`src/rtl/ysyx_25020047_mem_arb.sv`:
```
// Shares one handshake pmem port between the IFU and the LSU, with one transaction in flight.
// Responses go back to their owner; a watchdog turns a stalled memory into an error response.
module ysyx_25020047_mem_arb #(
    parameter int unsigned ADDR_W   = 32,
    parameter int unsigned DATA_W   = 32,
    parameter bit          LSU_PRIO = 1'b1,
    parameter int unsigned TIMEOUT  = 255
) (
    input  logic                  clk,
    input  logic                  rst,
    input  logic                  ifu_req_valid,
    output logic                  ifu_req_ready,
    input  logic [ADDR_W-1:0]     ifu_addr,
    output logic                  ifu_rsp_valid,
    output logic [DATA_W-1:0]     ifu_rsp_data,
    output logic                  ifu_rsp_err,
    input  logic                  lsu_req_valid,
    output logic                  lsu_req_ready,
    input  logic [ADDR_W-1:0]     lsu_addr,
    input  logic                  lsu_wen,
    input  logic [DATA_W-1:0]     lsu_wdata,
    input  logic [DATA_W/8-1:0]   lsu_wmask,
    output logic                  lsu_rsp_valid,
    output logic [DATA_W-1:0]     lsu_rsp_data,
    output logic                  lsu_rsp_err,
    output logic                  mem_req_valid,
    input  logic                  mem_req_ready,
    output logic [ADDR_W-1:0]     mem_addr,
    output logic                  mem_wen,
    output logic [DATA_W-1:0]     mem_wdata,
    output logic [DATA_W/8-1:0]   mem_wmask,
    input  logic                  mem_rsp_valid,
    input  logic [DATA_W-1:0]     mem_rsp_data
);

    localparam int unsigned MaskW = DATA_W / 8;
    localparam int unsigned WdW   = (TIMEOUT > 1) ? $clog2(TIMEOUT + 1) : 1;
    localparam logic [WdW-1:0] WdLast = WdW'(TIMEOUT - 1);

    typedef enum logic [1:0] {StIdle, StReq, StRsp} state_e;
    typedef enum logic {OwnIfu, OwnLsu} owner_e;

    state_e              state_q, state_d;
    owner_e              owner_q, owner_d;
    owner_e              last_q, last_d;
    logic [WdW-1:0]      wd_q, wd_d;
    logic [ADDR_W-1:0]   addr_q, addr_d;
    logic                wen_q, wen_d;
    logic [DATA_W-1:0]   wdata_q, wdata_d;
    logic [MaskW-1:0]    wmask_q, wmask_d;
    logic                ifu_rsp_valid_q, ifu_rsp_valid_d;
    logic [DATA_W-1:0]   ifu_rsp_data_q, ifu_rsp_data_d;
    logic                ifu_rsp_err_q, ifu_rsp_err_d;
    logic                lsu_rsp_valid_q, lsu_rsp_valid_d;
    logic [DATA_W-1:0]   lsu_rsp_data_q, lsu_rsp_data_d;
    logic                lsu_rsp_err_q, lsu_rsp_err_d;

    logic                grant_lsu, grant_ifu, idle;
    logic                done, done_err, timeout_hit;
    logic [DATA_W-1:0]   done_data;

    always_comb begin
        if (ifu_req_valid && lsu_req_valid) begin
            grant_lsu = LSU_PRIO ? 1'b1 : (last_q == OwnIfu);
        end else begin
            grant_lsu = lsu_req_valid;
        end
        grant_ifu = ifu_req_valid & ~grant_lsu;
        // Readies are forced low while reset is held so every output reads 0.
        idle          = rst && (state_q == StIdle);
        ifu_req_ready = idle & grant_ifu;
        lsu_req_ready = idle & grant_lsu;
    end

    assign timeout_hit = (TIMEOUT != 0) && (wd_q == WdLast);

    always_comb begin
        state_d         = state_q;
        owner_d         = owner_q;
        last_d          = last_q;
        wd_d            = wd_q;
        addr_d          = addr_q;
        wen_d           = wen_q;
        wdata_d         = wdata_q;
        wmask_d         = wmask_q;
        ifu_rsp_valid_d = 1'b0;
        ifu_rsp_data_d  = ifu_rsp_data_q;
        ifu_rsp_err_d   = ifu_rsp_err_q;
        lsu_rsp_valid_d = 1'b0;
        lsu_rsp_data_d  = lsu_rsp_data_q;
        lsu_rsp_err_d   = lsu_rsp_err_q;
        done            = 1'b0;
        done_err        = 1'b0;
        done_data       = '0;

        unique case (state_q)
            StIdle: begin
                if (lsu_req_ready) begin
                    addr_d  = lsu_addr;
                    wen_d   = lsu_wen;
                    wdata_d = lsu_wdata;
                    wmask_d = lsu_wmask;
                    owner_d = OwnLsu;
                    last_d  = OwnLsu;
                    wd_d    = '0;
                    state_d = StReq;
                end else if (ifu_req_ready) begin
                    addr_d  = ifu_addr;
                    wen_d   = 1'b0;
                    wdata_d = '0;
                    wmask_d = '0;
                    owner_d = OwnIfu;
                    last_d  = OwnIfu;
                    wd_d    = '0;
                    state_d = StReq;
                end
            end
            StReq: begin
                wd_d = wd_q + WdW'(1);
                if (timeout_hit) begin
                    done     = 1'b1;
                    done_err = 1'b1;
                end else if (mem_req_ready) begin
                    state_d = StRsp;
                end
            end
            StRsp: begin
                wd_d = wd_q + WdW'(1);
                // A response landing on the timeout cycle still counts as a success.
                if (mem_rsp_valid) begin
                    done      = 1'b1;
                    done_data = (owner_q == OwnLsu && wen_q) ? '0 : mem_rsp_data;
                end else if (timeout_hit) begin
                    done     = 1'b1;
                    done_err = 1'b1;
                end
            end
            default: state_d = StIdle;
        endcase

        if (done) begin
            state_d = StIdle;
            if (owner_q == OwnLsu) begin
                lsu_rsp_valid_d = 1'b1;
                lsu_rsp_data_d  = done_data;
                lsu_rsp_err_d   = done_err;
            end else begin
                ifu_rsp_valid_d = 1'b1;
                ifu_rsp_data_d  = done_data;
                ifu_rsp_err_d   = done_err;
            end
        end
    end

    always_ff @(posedge clk or negedge rst) begin
        if (!rst) begin
            state_q         <= StIdle;
            owner_q         <= OwnIfu;
            last_q          <= OwnIfu;
            wd_q            <= '0;
            addr_q          <= '0;
            wen_q           <= 1'b0;
            wdata_q         <= '0;
            wmask_q         <= '0;
            ifu_rsp_valid_q <= 1'b0;
            ifu_rsp_data_q  <= '0;
            ifu_rsp_err_q   <= 1'b0;
            lsu_rsp_valid_q <= 1'b0;
            lsu_rsp_data_q  <= '0;
            lsu_rsp_err_q   <= 1'b0;
        end else begin
            state_q         <= state_d;
            owner_q         <= owner_d;
            last_q          <= last_d;
            wd_q            <= wd_d;
            addr_q          <= addr_d;
            wen_q           <= wen_d;
            wdata_q         <= wdata_d;
            wmask_q         <= wmask_d;
            ifu_rsp_valid_q <= ifu_rsp_valid_d;
            ifu_rsp_data_q  <= ifu_rsp_data_d;
            ifu_rsp_err_q   <= ifu_rsp_err_d;
            lsu_rsp_valid_q <= lsu_rsp_valid_d;
            lsu_rsp_data_q  <= lsu_rsp_data_d;
            lsu_rsp_err_q   <= lsu_rsp_err_d;
        end
    end

    assign mem_req_valid = (state_q == StReq);
    assign mem_addr      = addr_q;
    assign mem_wen       = wen_q;
    assign mem_wdata     = wdata_q;
    assign mem_wmask     = wmask_q;
    assign ifu_rsp_valid = ifu_rsp_valid_q;
    assign ifu_rsp_data  = ifu_rsp_data_q;
    assign ifu_rsp_err   = ifu_rsp_err_q;
    assign lsu_rsp_valid = lsu_rsp_valid_q;
    assign lsu_rsp_data  = lsu_rsp_data_q;
    assign lsu_rsp_err   = lsu_rsp_err_q;

endmodule

```
`config.mk`:
```
export PLATFORM = sky130hd
export DESIGN_NAME = ysyx_25020047_mem_arb
export DESIGN_NICKNAME = d
export VERILOG_FILES = /design/src/rtl/ysyx_25020047_mem_arb.sv
export SDC_FILE = /design/constraint.sdc
export NUM_CORES = 1
export LEC_CHECK = 0
export ABC_AREA = 1
export BUFFER_PORTS_ARGS = -buffer_cell sky130_fd_sc_hd__buf_2
export CAP_MARGIN = 25
export CORE_ASPECT_RATIO = 1.25
export CORE_MARGIN = 2
export CORE_UTILIZATION = 51
export DETAILED_ROUTE_END_ITERATION = 16
export GPL_TIMING_DRIVEN = 0
export PLACE_DENSITY = 0.85
export SKIP_LAST_GASP = 1
export SLEW_MARGIN = 20
export SYNTH_ARGS = -nofsm -noshare
export SYNTH_HDL_FRONTEND = slang
export SYNTH_SLANG_ARGS = --single-unit
```
`constraint.sdc`:
```
create_clock -name clk -period 4.1 [get_ports clk]
set_input_delay 0.41 -clock clk [delete_from_list [all_inputs] [get_ports clk]]
set_output_delay 0.41 -clock clk [all_outputs]
set_load 0.02 [all_outputs]
```
==> impl_metrics.json <==
{
  "finalPower_mw": 6.50,
  "yosysTopAreaCell": "dfrtp_1",
  "max_freq_ghz": 0.336,
  "synth_cell_types": 24,
  "worst_slew_pin_slew_ns": 0.544,
  "hpwl_mm": 13.4,
  "io_pins": 279,
  "viasPerCell": 5.12,
  "place_congestion": 0.867,
  "fin_crit_ns": 2.98,
  "route.met3.wl_mm": 1.16,
  "wl_met2_mm": 9.25,
  "ctsRootBufferMaster": "clkbuf_16",
  "finalSetupViolCount": 0,
  "drtIter0Drc": 307,
  "drc": 0,
  "num_vias": 6070,
  "die_x_um": 104,
  "clkPwrFrac_pct": 22.2,
  "worstPathArrival_ns": 2.57,
  "synth_top_family_by_area": "simple AND/OR/NAND/NOR gates",
  "cts_max_path_buffers": 2,
  "yosys_warnings": 0,
  "clk_latency_ns": 0.41,
  "status": "complete, no violations",
  "power_density_mw_per_mm2": 760,
  "fin_cells": 1185,
  "synthSimpleGateAreaFrac_pct": 21.6,
  "worstSetupPathType": "in2out",
  "grt_pass1_vias": 6011,
  "swShare_pct": 42.6,
  "critPathRequiredTime_ns": 3.69,
  "die-area_mm2": 0.0134,
  "syn-mean-instance-area_um2": 8.98,
  "hp-class": "in2reg",
  "synth_area_leaders": "dfrtp_1 58%, nand2_1 14%, a21oi_1 5.3%, a22o_1 5.1%, nor2_1 4.1%",
  "synth_top_area_share_pct": 58.2,
  "vdd_ir_drop_max_mv": 0.462,
  "num_antenna_cells": 0,
  "nets": 1153,
  "io_buffers": 278,
  "grt_use_total_pct": 27.3,
  "synthAdderAreaFrac_pct": 1.18,
  "period_share_pct": 72.6,
  "skew_ns": 0.0125,
  "dp.cells": 1152,
  "die_h_um": 129,
  "cts_tree": "yes",
  "netlist_area_mm2": 0.00636,
  "intPower_mw": 3.73,
  "final_common_cell": "buf_2",
  "hold_violations": 0,
  "final_cell_mix": "285 x buf_2, 243 x nand2_1, 148 x dfrtp_1",
  "routedWlPerCell_um": 15.2,
  "synth.mux.area_fraction_pct": 0,
  "worstPathMaxFanout": 64,
  "cellLeakagePower_nw": 4.80,
  "syn_inst": 709,
  "synth_xor_area_share_pct": 0,
  "cts_post_setup_buffers_inserted": 0,
  "syn_nets": 854,
  "overflow": 0,
  "synth-seq-cells": 148,
  "num_rows": 45,
  "drive_above_1_share_pct": 32.9,
  "seq_power_share_pct": 36.7,
  "utilization_pct": 70.3,
  "coreArea_mm2": 0.0122,
  "clk_pin_slew_ns": 0.06,
  "startpoint_type": "input pin",
  "endpoint_kind": "primary output",
  "grt_first_pass_wirelength_mm": 29.1,
  "h-tree-depth": 4,
  "antenna_left": 0,
  "slew_viol_final": 0,
  "areaGrowthSynthToFinish_pct": 34.4,
  "rsz0062_at_grt": "false",
  "clock-sinks": 148,
  "p_switching_mw": 2.77,
  "start_util_pct": 52.3,
  "grt_max_degree": 87,
  "synth_compound_area_share_pct": 14.3,
  "worst_slack_ns": 1.12,
  "first_pass_iters": 7,
  "relSlewSlack_pct": 63.7,
  "pwr-share-comb_pct": 41.1,
  "wl_mm": 18.0,
  "cap_violations": 0,
  "seq_area_frac_synth_pct": 58.2,
  "routed.top_layer": "met4",
  "cts_made_buffers": 17,
  "drt-met1-wl_mm": 7.23,
  "antenna_found_initial": 0,
  "preCtsSetupSlack_ns": 1.72
}
synthesized netlist by cell type:
master and count:
clkbuf_1 24, buf_6 6, buf_4 3, nor2_1 70, inv_2 1, o211ai_1 1, nand2_4 2, dfrtp_1 148
nand2_1 243, o21ai_0 41, nor3_1 2, nand4_1 4, nand2_2 2, inv_1 20, a22o_1 37, ha_1 6
buf_1 2, o21a_1 3, a21oi_1 68, o21bai_1 1, nand3_1 13, nor2_8 2, buf_2 8, nor2_4 2
final cells by class:
| type | instances | area (µm²) |
|---|---|---|
| Fill cell | 996 | 3610 |
| Buffer | 43 | 228 |
| Multi-Input combinational cell | 497 | 2350 |
| Clock inverter | 14 | 118 |
| Clock buffer | 18 | 429 |
| Timing Repair Buffer | 280 | 1440 |
| Tap cell | 164 | 205 |
| Inverter | 21 | 78.8 |
| Sequential cell | 148 | 3700 |
per-layer routing:
layer  global-route usage [%]  vias up
li1                         -     2916
met1                     33.9     2865
met2                     48.4      263
met3                     5.12       26
met4                     9.38        0
met5                        0        -
power groups by stage:
stage	logic, mW	registers, mW	clock network, mW
3_3_place_gp	2.63	2.38	0
5_1_grt	2.93	2.45	1.53
4_1_cts	2.69	2.38	1.47
2_1_floorplan	1.01	3.05	0
3_5_place_dp	2.69	2.38	0
6_report	2.67	2.38	1.44
cell families after synthesis:
group | after synthesis
adder cells (fa/ha/maj) | 6
AO/OA/AOI/OAI | 151
AND/OR/NAND/NOR | 340
buffers and inverters | 64
flip-flops | 148
state kept, by name, indices dropped and copies added, names as in the netlist:
name and count:
wd_q 8, mem_addr 32, mem_wdata 32, ifu_rsp_valid 1, mem_wmask 4, lsu_rsp_valid 1
mem_wen 1, owner_q 1, ifu_rsp_err 1, state_q 2, lsu_rsp_err 1, lsu_rsp_data 32
ifu_rsp_data 32
metrics by stage:
step	hold slack (ns)	area [µm²]	TNS (ns)
2_1_floorplan	0.114	6360	0
3_3_place_gp	0.449	7960	-49.42
3_5_place_dp	0.381	8000	0
4_1_cts	0.201	8560	0
5_1_grt	0.212	8560	0
6_report	0.219	8560	0
worst max-delay path: stages:
cell	delay, ns
dlygate4sd3_1	0.57
buf_8	0.41
nand2_1	0.22
nor2_4	0.25
clkbuf_1	0.41
buf_2	0.25
timing repair:
item	in CTS	in global routing
setup endpoints to repair	0	0
endpoints found under the hold margin	62	0
hold buffers	1	0
resized for setup	0	0
final timing paths:
check,startpoint,to,slack (ns),cells after the start
setup / recovery,rst,lsu_req_ready,1.12,6
hold / removal,lsu_wdata[21],mem_wdata[21],0.22,2
setup reg to reg,state_q[0],lsu_rsp_data[28],1.96,11
hold reg to reg,lsu_rsp_data[5],lsu_rsp_data[5],0.46,2
max in group asynchronous,rst,ifu_rsp_data[18],2.78,3
min in group asynchronous,rst,lsu_rsp_data[0],0.54,2
Power figures use the tool's default switching activity.
